==> src/rtl/noc_sched_pkg.sv <==
// Shared definitions for the NoC port scheduler: arbiter state encoding and
// the helper that sizes port-index buses.
package noc_sched_pkg;

    typedef enum logic [0:0] {
        ST_IDLE   = 1'b0,
        ST_LOCKED = 1'b1
    } sched_state_t;

    // Width of a binary port index; never narrower than one bit.
    function automatic int idx_width(input int n);
        return (n <= 2) ? 1 : $clog2(n);
    endfunction

endpackage

==> src/rtl/rr_port_scheduler_pick.sv <==
// Wrap-around priority search: first set req bit at or above pointer,
// wrapping from NUM_PORTS-1 back to 0.
module rr_pick
    import noc_sched_pkg::*;
#(
    parameter  int NUM_PORTS = 3,
    localparam int SEL_W     = idx_width(NUM_PORTS)
) (
    input  logic [NUM_PORTS-1:0] req,
    input  logic [SEL_W-1:0]     pointer,
    output logic                 any,
    output logic [SEL_W-1:0]     index,
    output logic [NUM_PORTS-1:0] one_hot
);

    logic [2*NUM_PORTS-1:0] doubled;
    logic [NUM_PORTS-1:0]   rotated;
    logic [SEL_W-1:0]       offset;
    logic [SEL_W:0]         sum;

    // Bit k of rotated is req[(pointer + k) mod NUM_PORTS].
    assign doubled = {req, req} >> pointer;
    assign rotated = doubled[NUM_PORTS-1:0];
    assign any     = |req;

    always_comb begin
        offset = '0;
        for (int k = NUM_PORTS - 1; k >= 0; k--) begin
            if (rotated[k]) begin
                offset = SEL_W'(k);
            end
        end
        sum = {1'b0, pointer} + {1'b0, offset};
        if (sum >= (SEL_W + 1)'(NUM_PORTS)) begin
            sum = sum - (SEL_W + 1)'(NUM_PORTS);
        end
        index = sum[SEL_W-1:0];
    end

    generate
        for (genvar gi = 0; gi < NUM_PORTS; gi++) begin : g_onehot
            assign one_hot[gi] = any && (index == SEL_W'(gi));
        end
    endgenerate

endmodule

==> src/rtl/rr_port_scheduler.sv <==
// Packet-level round-robin output scheduler: a granted port keeps the output
// until its tail flit transfers or it stalls for MAX_HOLD cycles.
module rr_port_scheduler
    import noc_sched_pkg::*;
#(
    parameter  int NUM_PORTS = 3,
    parameter  int MAX_HOLD  = 64,
    localparam int SEL_W     = idx_width(NUM_PORTS)
) (
    input  logic                 clk,
    input  logic                 reset,
    input  logic [NUM_PORTS-1:0] req,
    input  logic [NUM_PORTS-1:0] tail,
    input  logic                 out_ready,
    output logic                 out_valid,
    output logic [NUM_PORTS-1:0] grant,
    output logic [SEL_W-1:0]     select,
    output logic                 timeout
);

    localparam int HOLD_W = $clog2(MAX_HOLD + 1);

    sched_state_t         state_reg,   state_next;
    logic [SEL_W-1:0]     pointer_reg, pointer_next;
    logic [HOLD_W-1:0]    hold_reg,    hold_next;
    logic [NUM_PORTS-1:0] grant_reg,   grant_next;
    logic [SEL_W-1:0]     select_reg,  select_next;
    logic                 timeout_reg, timeout_next;

    logic                 locked;
    logic                 transfer;
    logic                 tail_xfer;
    logic                 force_release;
    logic                 release_now;
    logic                 arb_en;
    logic [SEL_W-1:0]     ptr_after;
    logic [SEL_W-1:0]     arb_ptr;
    logic                 pick_any;
    logic [SEL_W-1:0]     pick_index;
    logic [NUM_PORTS-1:0] pick_one_hot;

    assign locked        = (state_reg == ST_LOCKED);
    assign transfer      = locked && out_ready;
    assign tail_xfer     = transfer && tail[select_reg];
    // A tail transfer in the same cycle wins, so no timeout is reported then.
    assign force_release = locked && !tail_xfer && (hold_reg == HOLD_W'(MAX_HOLD));
    assign release_now   = tail_xfer || force_release;
    assign arb_en        = !locked || release_now;
    assign ptr_after     = (select_reg == SEL_W'(NUM_PORTS - 1)) ? '0 : select_reg + 1'b1;
    assign arb_ptr       = release_now ? ptr_after : pointer_reg;

    rr_pick #(
        .NUM_PORTS (NUM_PORTS)
    ) u_pick (
        .req     (req),
        .pointer (arb_ptr),
        .any     (pick_any),
        .index   (pick_index),
        .one_hot (pick_one_hot)
    );

    always_comb begin
        state_next   = state_reg;
        pointer_next = pointer_reg;
        hold_next    = hold_reg;
        grant_next   = grant_reg;
        select_next  = select_reg;
        timeout_next = force_release;

        if (release_now) begin
            pointer_next = ptr_after;
        end

        if (arb_en) begin
            hold_next = '0;
            if (pick_any) begin
                state_next  = ST_LOCKED;
                grant_next  = pick_one_hot;
                select_next = pick_index;
            end else begin
                state_next  = ST_IDLE;
                grant_next  = '0;
                select_next = '0;
            end
        end else if (transfer) begin
            hold_next = '0;
        end else if (hold_reg != HOLD_W'(MAX_HOLD)) begin
            hold_next = hold_reg + 1'b1;
        end
    end

    always_ff @(posedge clk) begin
        if (reset) begin
            state_reg   <= ST_IDLE;
            pointer_reg <= '0;
            hold_reg    <= '0;
            grant_reg   <= '0;
            select_reg  <= '0;
            timeout_reg <= 1'b0;
        end else begin
            state_reg   <= state_next;
            pointer_reg <= pointer_next;
            hold_reg    <= hold_next;
            grant_reg   <= grant_next;
            select_reg  <= select_next;
            timeout_reg <= timeout_next;
        end
    end

    assign out_valid = locked;
    assign grant     = grant_reg;
    assign select    = select_reg;
    assign timeout   = timeout_reg;

endmodule
==> config.mk <==
export PLATFORM = sky130hd
export DESIGN_NAME = rr_port_scheduler
export DESIGN_NICKNAME = d
export VERILOG_FILES = /design/src/rtl/noc_sched_pkg.sv /design/src/rtl/rr_port_scheduler_pick.sv /design/src/rtl/rr_port_scheduler.sv
export SDC_FILE = /design/constraint.sdc
export NUM_CORES = 1
export LEC_CHECK = 0
export CORE_MARGIN = 3
export CORE_UTILIZATION = 52
export DETAILED_ROUTE_END_ITERATION = 6
export PLACE_DENSITY_LB_ADDON = 0.05
export SLEW_MARGIN = 10
export SYNTH_ARGS = -nofsm -noshare
export SYNTH_HDL_FRONTEND = slang
export SYNTH_SLANG_ARGS = --single-unit
==> constraint.sdc <==
create_clock -name clk -period 6.6 [get_ports clk]
set_clock_uncertainty 0.15 [all_clocks]
set_input_delay 1.32 -clock clk [delete_from_list [all_inputs] [get_ports clk]]
set_output_delay 1.32 -clock clk [all_outputs]
set_load 0.005 [all_outputs]
==> results.cfg, run 1 <==
[die]
initial_core_util = 0.5870
ioPinCount = 16
dieHeight_um = 48.65
die_w_um = 48.65
dieArea_sq_um = 2367
fp.coreArea_sq_um = 1612
rows = 14

[detailed_routing]
route.detailed.drc = 0
viasPerCell = 5.426
wl_um = 1832
vias = 803
wl_per_cell_um = 12.38
first_iter_violations = 18
first_pass_iters = 6
drtAntennaViolNets = 0

[logic_synthesis]
synth_top_family_by_area = simple AND/OR/NAND/NOR gates
synth_compound_area_frac = 0.1720
synth-async-reset-ratio = 0
yosys.area_share.adder = 0.07407
synthCells = 106
synth-xor-area-share = 0.05556
synth-simple-area-share = 0.2857
seq_area_frac_synth = 0.3386
synth_edf_count = 0
synth.distinct_cells = 36
synthMuxAreaShare = 0.04233
syn_area_sq_um = 945.9
yosys_most_used_dff = dfxtp_1
ys_warn_count = 0
synth_nets = 120
synth_seq_cells = 16
synth.avg_cell_area_sq_um = 8.924

[sta]
max_slew.worst_pin.slew_ns = 0.5524
hold_violations = 0
drv_slew = 0
tns_ns = 0
relSlewSlack = 0.6301
fin_crit_ns = 4.868
setup_viol = 0
clock.fmax_mhz = 205.4
rsz0062_at_grt = no
period_share = 0.7375

[critical_path]
r2r_cells = 12
crit_buf_inv = 1
arrival_ns = 4.94
cp-startpoint = tail[1]
slowest_stage = a2111oi_0
critPathMaxFanout = 4
r2r_slack_ns = 2.63
crit_end = grant[2]$_SDFFE_PP0P_
worstPathRequired_ns = 6.67
crit_path_start_kind = primary input
cpLargestDelayFamily = compound AO/OA/AOI/OAI gates
path_class = primary input to flop
r2r_start = select[0]$_SDFFE_PP0P_
cp-end-kind = flop
cp_num_cells = 13
crit_chain = clkdlybuf4s50_1, mux2i_1, o22ai_1, a2111oi_0, or2_2, o311ai_1, ha_1, fa_1, ha_1, nor3_1, o21ai_0, or4b_1, a21oi_1
cp_common_cell = ha_1
r2r_end = grant[2]$_SDFFE_PP0P_
cpPeakStageDelay_ns = 0.51

[clock_network]
cts_tree = yes
clk_pin_slew_ns = 0.09
cts_resized = 0
cts_num_sinks = 16
cts_max_path_buffers = 2
root_buffer = clkbuf_4
clkLatencyLatePin_ns = 0.29
h-tree-depth = 1
cts_setup_buffers = 0
ctsHoldBuffers = 0
cts_buffers = 3

[power]
vdd_ir_drop_max_v = 0.0001628
powerDensity_nw_per_um2 = 213.8
intPower_uw = 176.9
seqPwrFrac = 0.450
power.switching_uw = 70.74
pwr-share-clk = 0.259
combPwrFrac = 0.291
p_sw_frac = 0.2856
p_leak_nw = 0.4540

[final_layout]
largest_reg_flops = 7
final_common_cell = dfxtp_1
layout_common_cells = 16 x dfxtp_1, 15 x clkdlybuf4s50_1, 14 x nor2_1
diodes = 0
final_cells = 148
area_growth_pct = 22.49
drive_gt1_frac = 0.07258
final_nets = 139

[grt]
grt_pass1_wl_um = 3222
overflow = 0
grt_pass1_vias = 777
grt_max_degree = 11
antenna_found_initial = 0
track_usage = 0.1676

[placement]
io_buffers = 15
dp_hpwl_um = 1427
place_congestion = 0.8129
dp_cells = 144

[run_status]
status = finished clean

[flow_run]
maxCapViolCount = 0

[min_path]
min_path_type = flop to flop
[through the flow]
step / hold WS [ns] / setup slack, ns / cell area (sq um) / total power [mW] / util
final: 0.3120 / 1.732 / 1159 / 0.2477 / 0.7189
after global routing: 0.3331 / 1.547 / 1159 / 0.2634 / 0.7189
after CTS: 0.3195 / 1.728 / 1159 / 0.2501 / 0.7189
after detailed placement: 0.3017 / 1.449 / 1122 / 0.1853 / 0.6964
after global placement: 0.2895 / 1.545 / 1122 / 0.1836 / 0.6964
after floorplan: 0.2797 / 2.195 / 945.9 / 0.1588 / -
[layout make-up]
| type | instances | area (sq um) |
|---|---|---|
| multi-input cells | 82 | 595.6 |
| flip-flops and latches | 16 | 320.3 |
| well taps | 24 | 30.03 |
| fillers | 130 | 452.9 |
| repair buffers | 15 | 150.1 |
| clock buffers | 4 | 36.28 |
| inverters | 7 | 26.28 |
[synthesized netlist by cell type, types with 2 or more instances]
| library cell | instances | area [sq um] |
|---|---|---|
| nor2b_1 | 3 | 18.77 |
| a21o_1 | 3 | 22.52 |
| ha_1 | 4 | 50.05 |
| xnor2_1 | 3 | 26.28 |
| inv_1 | 7 | 26.28 |
| xor2_1 | 3 | 26.28 |
| nand4b_1 | 2 | 17.52 |
| nand2b_1 | 4 | 25.02 |
| a211oi_1 | 2 | 15.01 |
| a21oi_1 | 4 | 20.02 |
| nand3b_1 | 3 | 22.52 |
| mux2i_1 | 4 | 40.04 |
| nand2_1 | 5 | 18.77 |
| nor3_1 | 2 | 10.01 |
| nand3_1 | 2 | 10.01 |
| a2111oi_0 | 3 | 26.28 |
| or2_2 | 2 | 12.51 |
| dfxtp_1 | 16 | 320.3 |
| o21ai_0 | 3 | 15.01 |
| nor3b_1 | 2 | 15.01 |
| nor2_1 | 14 | 52.55 |
[power by group through the flow]
stage / logic [mW] / registers, mW / clock network [mW]
2_1_floorplan: 0.0461 / 0.113 / 0
5_1_grt: 0.0806 / 0.113 / 0.0699
4_1_cts: 0.0725 / 0.112 / 0.0662
3_5_place_dp: 0.0716 / 0.114 / 0
6_report: 0.0721 / 0.111 / 0.0641
3_3_place_gp: 0.0703 / 0.113 / 0
[per-layer routing]
layer,global-route usage,vias to the layer above,wire length [um]
met1,0.2321,370,936
met4,0.04265,0,11
met2,0.2579,18,799
li1,-,413,-
met5,0,-,0
met3,0.04294,2,85
[how the worst min path moves through the flow]
stage / startpoint / to / slack (ns) / depth (start not counted)
after floorplan: hold_reg[0]$_SDFFE_PP0P_ / hold_reg[0]$_SDFFE_PP0P_ / 0.28 / 1
after global placement: hold_reg[0]$_SDFFE_PP0P_ / hold_reg[0]$_SDFFE_PP0P_ / 0.29 / 1
after detailed placement: grant[2]$_SDFFE_PP0P_ / grant[2]$_SDFFE_PP0P_ / 0.30 / 2
after CTS: grant[1]$_SDFFE_PP0P_ / grant[1]$_SDFFE_PP0P_ / 0.32 / 2
after global routing: grant[2]$_SDFFE_PP0P_ / grant[2]$_SDFFE_PP0P_ / 0.33 / 2
final: grant[1]$_SDFFE_PP0P_ / grant[1]$_SDFFE_PP0P_ / 0.31 / 2
[cell families (layout without fill, tap and decap cells)]
group,count (synthesis),count (layout)
AO/OA/AOI/OAI,21,21
XOR/XNOR,6,6
adder cells (fa/ha/maj),5,5
buffers and inverters,8,26
flip-flops,16,16
multiplexers,4,4
AND/OR/NAND/NOR,46,46
[worst register-to-register path, stage by stage, from the launching register on]
cell	delay, ns
dfxtp_1	0.46
mux2i_1	0.40
o22ai_1	0.14
a2111oi_0	0.51
or2_2	0.22
o311ai_1	0.13
ha_1	0.21
fa_1	0.46
ha_1	0.21
nor3_1	0.18
o21ai_0	0.20
or4b_1	0.50
a21oi_1	0.14
Note: power is estimated with default switching activity, not from simulation.
==> run 2, diff against run 1 <==
- CORE_UTILIZATION: 52 -> 46
- clock period: 6.6 -> 4.3 ns (I/O delays scaled with it)
==> results.cfg, run 2 (synthesis results as in run 1) <==
[clock_network]
root_buffer = clkbuf_4
ctsHoldBuffers = 0
cts_setup_buffers = 0
cts_buffers = 3
cts_resized = 0
cts_num_sinks = 16
h-tree-depth = 1
clkLatencyLatePin_ns = 0.28
cts_max_path_buffers = 2
clk_pin_slew_ns = 0.09
cts_tree = yes

[die]
initial_core_util = 0.5143
dieHeight_um = 51.35
rows = 15
dieArea_sq_um = 2636
ioPinCount = 16
fp.coreArea_sq_um = 1839
die_w_um = 51.35

[min_path]
min_path_type = flop to flop

[power]
powerDensity_nw_per_um2 = 324.0
vdd_ir_drop_max_v = 0.0002193
p_leak_nw = 0.4941
power.total_uw = 404.6

[critical_path]
crit_buf_inv = 2
arrival_ns = 4.16
crit_path_start_kind = primary input
critPathMaxFanout = 4
slowest_stage = clkdlybuf4s50_1
path_class = primary input to flop
worstPathRequired_ns = 4.36
cpPeakStageDelay_ns = 0.52
crit_chain = clkdlybuf4s50_1, inv_1, o22ai_2, a2111oi_2, or2_2, o311ai_2, ha_2, fa_1, ha_1, or3_1, a21o_1, nor2_2, nand3b_1, a21oi_1
cp-end-kind = flop
cpLargestDelayFamily = compound AO/OA/AOI/OAI gates

[final_layout]
largest_reg_flops = 7
final_common_cell = dfxtp_1
drive_gt1_frac = 0.1769
ff_latch_area_sq_um = 320.3
final_nets = 145
fillers = 174
fin_util = 0.6789
stdcell_area_sq_um = 1249
area_growth_pct = 32.01
diodes = 0
final_cells = 155
multi_input_area_sq_um = 639.4
layout_common_cells = 16 x dfxtp_1, 15 x clkdlybuf4s50_1, 13 x nor2_1

[sta]
setup_viol = 0
period_share = 0.9534
clock.fmax_mhz = 243.9
fin_crit_ns = 4.100
fin_ws_ns = 0.2002
drv_slew = 0
max_slew.worst_pin.slew_ns = 0.5704
whs_ns = 0.3109
relSlewSlack = 0.6181
tns_ns = 0
hold_violations = 0

[grt]
track_usage = 0.1746
antenna_found_initial = 0
grt_pass1_wl_um = 3546
grt_max_degree = 11
grt_pass1_vias = 811
overflow = 0

[run_status]
status = finished clean

[flow_run]
maxCapViolCount = 0

[detailed_routing]
wl_um = 2091
drtAntennaViolNets = 0
vias = 823
first_iter_violations = 6
viasPerCell = 5.310
wl_per_cell_um = 13.49
first_pass_iters = 4
route.detailed.drc = 0

[placement]
place_congestion = 0.7734
place_ws_ns = -0.2374
dp_hpwl_um = 1585
placed_cell_area_sq_um = 1169
io_buffers = 15
dp_cells = 151
run 2: final timing paths:
| kind | from | end | slack [ns] | depth (start not counted) |
|---|---|---|---|---|
| setup reg to reg | select[0]$_SDFFE_PP0P_ | grant[1]$_SDFFE_PP0P_ | 0.57 | 13 |
| setup / recovery | out_ready | grant[1]$_SDFFE_PP0P_ | 0.20 | 14 |
| hold reg to reg | grant[2]$_SDFFE_PP0P_ | grant[2]$_SDFFE_PP0P_ | 0.31 | 2 |
| hold / removal | grant[2]$_SDFFE_PP0P_ | grant[2]$_SDFFE_PP0P_ | 0.31 | 2 |
run 2: final cells by class:
cell class | instances | share of cell area
tap | 25 | 0.02505
timing repair buffer | 21 | 0.1563
sequential | 16 | 0.2565
clock buffer | 4 | 0.02906
multi-input combinational | 82 | 0.5120
inverter | 7 | 0.02104
run 2: power breakdown:
group	internal, mW	total, mW	leakage [nW]	switching (mW)
Combinational	0.0763	0.133	0.343	0.0564
Sequential	0.159	0.173	0.130	0.0139
Clock	0.0515	0.0990	0.0210	0.0475
Total	0.287	0.405	0.494	0.118
run 2: worst min-delay path, delay by kind of cell, from the launching register on:
kind | cells | cell delay [ns]
AO/OA/AOI/OAI | 1 | 0.05
flip-flops | 1 | 0.32
AND/OR/NAND/NOR | 1 | 0.05
run 2: layer usage:
metal,track usage,share of wire,up-vias
met2,0.2897,0.48,13
met4,0.06550,0.013,0
met3,0.02915,0.027,4
li1,-,-,431
met1,0.2252,0.48,375
met5,0,0,-
